<file path="config.mk">
export PLATFORM = sky130hd
export DESIGN_NAME = pipe_ctrl_unit
export DESIGN_NICKNAME = d
export VERILOG_FILES = /design/src/rtl/pipe_ctrl_unit.sv
export SDC_FILE = /design/constraint.sdc
export NUM_CORES = 1
export LEC_CHECK = 0
export CORE_MARGIN = 3
export CORE_UTILIZATION = 31
export DETAILED_ROUTE_END_ITERATION = 6
export GPL_ROUTABILITY_DRIVEN = 0
export PLACE_DENSITY = 0.72
export SYNTH_ARGS = -nofsm -noshare
export SYNTH_HDL_FRONTEND = slang
export SYNTH_SLANG_ARGS = --single-unit
</file>
<file path="constraint.sdc">
create_clock -name clk -period 4.1 [get_ports clk]
set_input_delay 0.615 -clock clk [delete_from_list [all_inputs] [get_ports clk]]
set_output_delay 0.615 -clock clk [all_outputs]
set_load 0.05 [all_outputs]
</file>
<file path="src/rtl/pipe_ctrl_unit.sv">
// ID-stage decode, ID/EX control register and hazard control (load-use, jump/branch flush, illegal opcode).
// Optional sticky illegal-opcode trap enabled by defining CU_ILLEGAL_TRAP_EN.
module pipe_ctrl_unit #(
  parameter int unsigned I_SIZE   = 32,
  parameter int unsigned OPC_W    = 6,
  parameter int unsigned REG_W    = 5,
  parameter int unsigned BR_FLUSH = 1
) (
  input  logic              clk,
  input  logic              rst,
  input  logic [I_SIZE-1:0] id_instruction,
  input  logic              ex_branch_taken,
  output logic              ex_regwrite,
  output logic              ex_memtoreg,
  output logic              ex_mem_write,
  output logic              ex_memread,
  output logic              ex_alusrc,
  output logic              ex_regdst,
  output logic              ex_branch,
  output logic              ex_jump,
  output logic [1:0]        ex_aluop,
  output logic [REG_W-1:0]  ex_rs,
  output logic [REG_W-1:0]  ex_rt,
  output logic [REG_W-1:0]  ex_rd,
  output logic              id_stall,
  output logic              if_flush,
  output logic              illegal
);

  localparam int unsigned CNT_W = 3;
  localparam int unsigned LOW_W = I_SIZE - OPC_W - 3 * REG_W;
  localparam logic [OPC_W-1:0] OP_R    = OPC_W'(0);
  localparam logic [OPC_W-1:0] OP_LW   = OPC_W'(1);
  localparam logic [OPC_W-1:0] OP_SW   = OPC_W'(2);
  localparam logic [OPC_W-1:0] OP_BEQ  = OPC_W'(3);
  localparam logic [OPC_W-1:0] OP_JUMP = OPC_W'(4);

  typedef enum logic {RUN, FLUSH} state_t;

  state_t           state_q, state_d;
  logic [CNT_W-1:0] cnt_q, cnt_d;
  logic             trap_q, trap_d;
  logic             load_bubble;

  logic [OPC_W-1:0] opcode;
  logic [REG_W-1:0] id_rs, id_rt, id_rd;
  logic             unused_low;

  assign opcode     = id_instruction[I_SIZE-1 -: OPC_W];
  assign id_rs      = id_instruction[I_SIZE-OPC_W-1 -: REG_W];
  assign id_rt      = id_instruction[I_SIZE-OPC_W-REG_W-1 -: REG_W];
  assign id_rd      = id_instruction[I_SIZE-OPC_W-2*REG_W-1 -: REG_W];
  assign unused_low = ^id_instruction[LOW_W-1:0];

  logic       dec_regwrite, dec_memtoreg, dec_mem_write, dec_memread;
  logic       dec_alusrc, dec_regdst, dec_branch, dec_jump;
  logic [1:0] dec_aluop;
  logic       dec_illegal, rt_use, load_use;

  // Opcode decode into the control bundle
  always_comb begin
    dec_regwrite  = 1'b0;
    dec_memtoreg  = 1'b0;
    dec_mem_write = 1'b0;
    dec_memread   = 1'b0;
    dec_alusrc    = 1'b0;
    dec_regdst    = 1'b0;
    dec_branch    = 1'b0;
    dec_jump      = 1'b0;
    dec_aluop     = 2'b00;
    dec_illegal   = 1'b0;
    rt_use        = 1'b0;
    case (opcode)
      OP_R:    begin dec_regwrite = 1'b1; dec_regdst = 1'b1; dec_aluop = 2'b10; rt_use = 1'b1; end
      OP_LW:   begin dec_memread = 1'b1; dec_alusrc = 1'b1; dec_regwrite = 1'b1; dec_memtoreg = 1'b1; end
      OP_SW:   begin dec_mem_write = 1'b1; dec_alusrc = 1'b1; rt_use = 1'b1; end
      OP_BEQ:  begin dec_branch = 1'b1; dec_aluop = 2'b01; rt_use = 1'b1; end
      OP_JUMP: begin dec_jump = 1'b1; dec_aluop = 2'b11; end
      default: dec_illegal = 1'b1;
    endcase
  end

  assign load_use = ex_memread && (ex_rt != '0) &&
                    ((ex_rt == id_rs) || (rt_use && (ex_rt == id_rt)));

  // Branch flush FSM and hazard outputs; flush beats stall, trap freezes everything
  always_comb begin
    state_d     = state_q;
    cnt_d       = cnt_q;
    trap_d      = trap_q;
    id_stall    = 1'b0;
    if_flush    = 1'b0;
    illegal     = 1'b0;
    load_bubble = 1'b0;
    if (rst) begin
      load_bubble = 1'b1;
    end else if (trap_q) begin
      illegal     = 1'b1;
      id_stall    = 1'b1;
      load_bubble = 1'b1;
    end else begin
      illegal = dec_illegal;
      unique case (state_q)
        RUN: begin
          if (ex_branch_taken) begin
            if_flush    = 1'b1;
            load_bubble = 1'b1;
            if (BR_FLUSH > 1) begin
              state_d = FLUSH;
              cnt_d   = CNT_W'(BR_FLUSH - 1);
            end
          end
        end
        FLUSH: begin
          if_flush    = 1'b1;
          load_bubble = 1'b1;
          cnt_d       = cnt_q - CNT_W'(1);
          if (cnt_q == CNT_W'(1)) state_d = RUN;
        end
        default: state_d = RUN;
      endcase
      if (!if_flush) begin
        if (load_use) begin
          id_stall    = 1'b1;
          load_bubble = 1'b1;
        end else begin
          if_flush    = dec_jump;
          load_bubble = dec_illegal;
`ifdef CU_ILLEGAL_TRAP_EN
          trap_d      = dec_illegal;
`endif
        end
      end
    end
  end

  always_ff @(posedge clk) begin
    if (rst) begin
      state_q <= RUN;
      cnt_q   <= '0;
      trap_q  <= 1'b0;
    end else begin
      state_q <= state_d;
      cnt_q   <= cnt_d;
      trap_q  <= trap_d;
    end
  end

  // ID/EX control register
  always_ff @(posedge clk) begin
    if (rst || load_bubble) begin
      ex_regwrite  <= 1'b0;
      ex_memtoreg  <= 1'b0;
      ex_mem_write <= 1'b0;
      ex_memread   <= 1'b0;
      ex_alusrc    <= 1'b0;
      ex_regdst    <= 1'b0;
      ex_branch    <= 1'b0;
      ex_jump      <= 1'b0;
      ex_aluop     <= 2'b00;
      ex_rs        <= '0;
      ex_rt        <= '0;
      ex_rd        <= '0;
    end else begin
      ex_regwrite  <= dec_regwrite;
      ex_memtoreg  <= dec_memtoreg;
      ex_mem_write <= dec_mem_write;
      ex_memread   <= dec_memread;
      ex_alusrc    <= dec_alusrc;
      ex_regdst    <= dec_regdst;
      ex_branch    <= dec_branch;
      ex_jump      <= dec_jump;
      ex_aluop     <= dec_aluop;
      ex_rs        <= id_rs;
      ex_rt        <= id_rt;
      ex_rd        <= id_rd;
    end
  end

endmodule
</file>
==> impl_metrics.csv <==
group,metric,value,unit
outcome,status,"finished clean",
die,core_area,0.00347,mm^2
route,first_iter_violations,52,
sta,finalSetupViolations,0,
route,wl,2700,um
sta,max_slew_margin,64.9,%
placed_design,io_buffers,51,
die,rows,21,
min_path,hold_path.class,"flop to flop",
setup_path,crit_type,"input port to output pin",
global_routing,grt_pass1_vias,971,
sta,worst_pin_slew,525,ps
clock_network,clk_pin_slew_worst_paths,90,ps
route,viasPerCell,4.67,
sta,fin_crit_sh,87.9,%
setup_path,crit_top_cell,"clkdlybuf4s50_1",
sta,holdWs,491,ps
setup_path,crit_chain,"clkdlybuf4s50_1 -> xor2_1 -> nor4_1 -> nand4_1 -> a2111oi_0 -> a211oi_1 -> clkdlybuf4s50_1",
clock_network,cts_buffer_depth,2,
synth,ys_ff_latch,28,
synth,seq_area_frac_synth,48.5,%
clock_network,hold_buffers,0,
sta,hold_viol,0,
setup_path,crit_slowest_cell,"clkdlybuf4s50_1",
route,avgRoutedWirePerCell,12.6,um
min_path,holdPathEnd,"cnt_q[1]$_SDFFE_PP0P_",
synth,synth_warnings,0,
sta,fmax,278,MHz
setup_path,r2r_setup_slack,2310,ps
placed_design,dpl_cell_area,0.00170,mm^2
placed_design,dp_slack,449,ps
clock_network,h-tree-depth,1,
synth,synth.top_cell.area_share,48.5,%
placed_design,dp.cells,211,
die,initial_utilization,33.3,%
global_routing,gr-total-overflow,0,
setup_path,cp_data_arrival_time,2990,ps
setup_path,timing.rr.start,"ex_rt[1]$_SDFF_PP0_",
flow_run,cap_violations,0,
min_path,min_from,"cnt_q[1]$_SDFFE_PP0P_",
setup_path,rr_endpoint,"ex_rs[4]$_SDFF_PP0_",
finish,area_growth,51.8,%
die,die_w,67.0,um
synth,synth_area_per_cell,9.70,um^2
synth,yosys.area.top_type,"dfxtp_1",
synth,postSynthCellCount,119,
die,die_y,67.0,um
sta,drv_slew,0,
sta,fin_crit,3600,ps
placed_design,hpwl,2170,um
power_and_ir_drop,p_leak,0.640,nW
clock_network,cts_setup_buffers,0,
synth,ys_types,27,
route,met3RoutedLength,262,um
global_routing,grt_usage,12.4,%
global_routing,grt_antenna_before_repair,0,
global_routing,grt_pass1_wl,4240,um
power_and_ir_drop,ir_drop,0.117,mV
setup_path,cp.required,3480,ps
finish,fin_area,0.00175,mm^2
route,drt-met1-wl,1140,um
sta,rsz0062_at_grt,"no",
finish,layout.nets,207,
clock_network,cts_sinks,28,
route,ant_nets,0,
finish,instances_no_fill,215,
sta,setup_ws,496,ps
synth,synthesis.nets,156,
setup_path,worstPathMaxFanout,2,
setup_path,crit_path_end_kind,"output pin",
finish,drive_gt1_share,7.69,%
die,dieArea,0.00449,mm^2
sta,fin_worst_skew,2.27,ps
finish,antennaDiodeCount,0,
synth,syn_area,0.00115,mm^2
clock_network,tritoncts,"yes",
route,vias,1004,
power_and_ir_drop,pwr_density_cell,287,mW/mm^2
route,met2_length,1290,um
sta,final.setup.tns,0,ps
setup_path,start_kind,"input port",
setup_path,cpPeakStageDelay,720,ps
route,highest_layer,"met4",
setup_path,reg2reg_depth,5,
clock_network,clk_latency,260,ps
synth,ys_top_cells_by_area,"dfxtp_1, nand3_1, xor2_1",
die,io_pins,63,
global_routing,grt_start_max_net_pins,25,
clock_network,cts_resized,0,
min_path,whs_path_depth,2,
route,dr.pass1.iters,4,
clock_network,numCtsBuffers,3,
route,drc,0,
clock_network,clockRootBuffer,"clkbuf_8",
==> cell families (layout without fill, tap and decap cells) <==
family,after synthesis,in the layout,share of synthesized area [%]
buffers and inverters,10,60,4.55
AO/OA/AOI/OAI,6,6,4.88
flip-flops,28,28,48.5
XOR/XNOR,13,13,9.86
adder cells (fa/ha/maj),2,2,2.17
AND/OR/NAND/NOR,60,60,30.0
==> area by class of cell <==
cell class	count	area, um^2
sequential	28	561
tap	46	57.6
fill	322	1720
multi-input combinational	81	542
inverter	2	7.51
clock buffer	4	55.1
timing repair buffer	54	531
==> synthesized netlist by cell type <==
| cell type | number |
|---|---|
| nand4_1 | 1 |
| nor3_2 | 1 |
| inv_1 | 2 |
| nor4b_1 | 5 |
| ha_1 | 2 |
| nor2b_1 | 2 |
| xor2_1 | 8 |
| xnor2_1 | 5 |
| nand2_1 | 2 |
| and2_1 | 1 |
| a211oi_1 | 3 |
| nor3_1 | 7 |
| clkbuf_1 | 5 |
| nor4_4 | 2 |
| buf_6 | 1 |
| nand2b_1 | 2 |
| nand3_1 | 15 |
| nor2_1 | 18 |
| a2111oi_0 | 1 |
| a21oi_4 | 1 |
| dfxtp_1 | 28 |
| nor4_1 | 1 |
| nor3b_1 | 1 |
| or4_1 | 1 |
| or3_1 | 1 |
| o21ai_2 | 1 |
| buf_4 | 2 |
==> worst max path at each step <==
stage,startpoint,to
finish,id_instruction[20],if_flush
global route,id_instruction[18],if_flush
CTS,id_instruction[20],if_flush
detailed placement,id_instruction[20],if_flush
global placement,id_instruction[20],if_flush
floorplan,ex_rt[1]$_SDFF_PP0_,if_flush
==> worst max-delay path, delay by kind of cell <==
kind | cells | cell delay (ps)
xor+xnor | 1 | 150
buf+inv | 2 | 1150
simple gates | 2 | 550
compound gates | 2 | 520
==> per-stage QoR <==
stage                     power [mW]  utilization (%)
final                          0.503             50.5
after global routing           0.527             50.5
after CTS                      0.507             50.5
after detailed placement       0.343             49.0
after global placement         0.343             49.0
after floorplan                0.306                -
==> layout by cell type, fill, tap and decap left out <==
master,count
ha_1,2
nor3_2,1
nand2_1,2
nand2b_1,2
xor2_1,8
nor4b_1,5
xnor2_1,5
or4_1,1
nor3b_1,1
a211oi_1,3
nand3_1,15
clkdlybuf4s50_1,50
or3_1,1
a2111oi_0,1
a21oi_4,1
dfxtp_1,28
nor4_1,1
nor2b_1,2
nor4_4,2
nand4_1,1
clkbuf_8,4
nor2_1,18
inv_1,2
o21ai_2,1
and2_1,1
nor3_1,7
buf_4,4
==> per-layer routing <==
metal | vias up | global-route usage (%)
met1 | 460 | 13.5
met4 | 0 | 2.28
met5 | - | 0
met3 | 2 | 4.38
met2 | 36 | 22.8
li1 | 506 | -
==> where the power goes <==
part	leakage, nW	internal (mW)	total, mW	switching (mW)
Sequential	0.226	0.273	0.274	0.000765
Clock	0.0288	0.0857	0.166	0.0805
Combinational	0.386	0.0321	0.0631	0.0310
==> state kept, by name (all words and copies together) (netlist names) <==
name,count
ex_regwrite,1
ex_alusrc,1
ex_mem_write,1
ex_jump,1
cnt_q,3
ex_branch,1
ex_aluop,2
ex_memread,1
state_q,1
ex_rd,5
ex_rt,5
ex_rs,5
ex_regdst,1
Note: power is estimated with default switching activity, not from simulation.
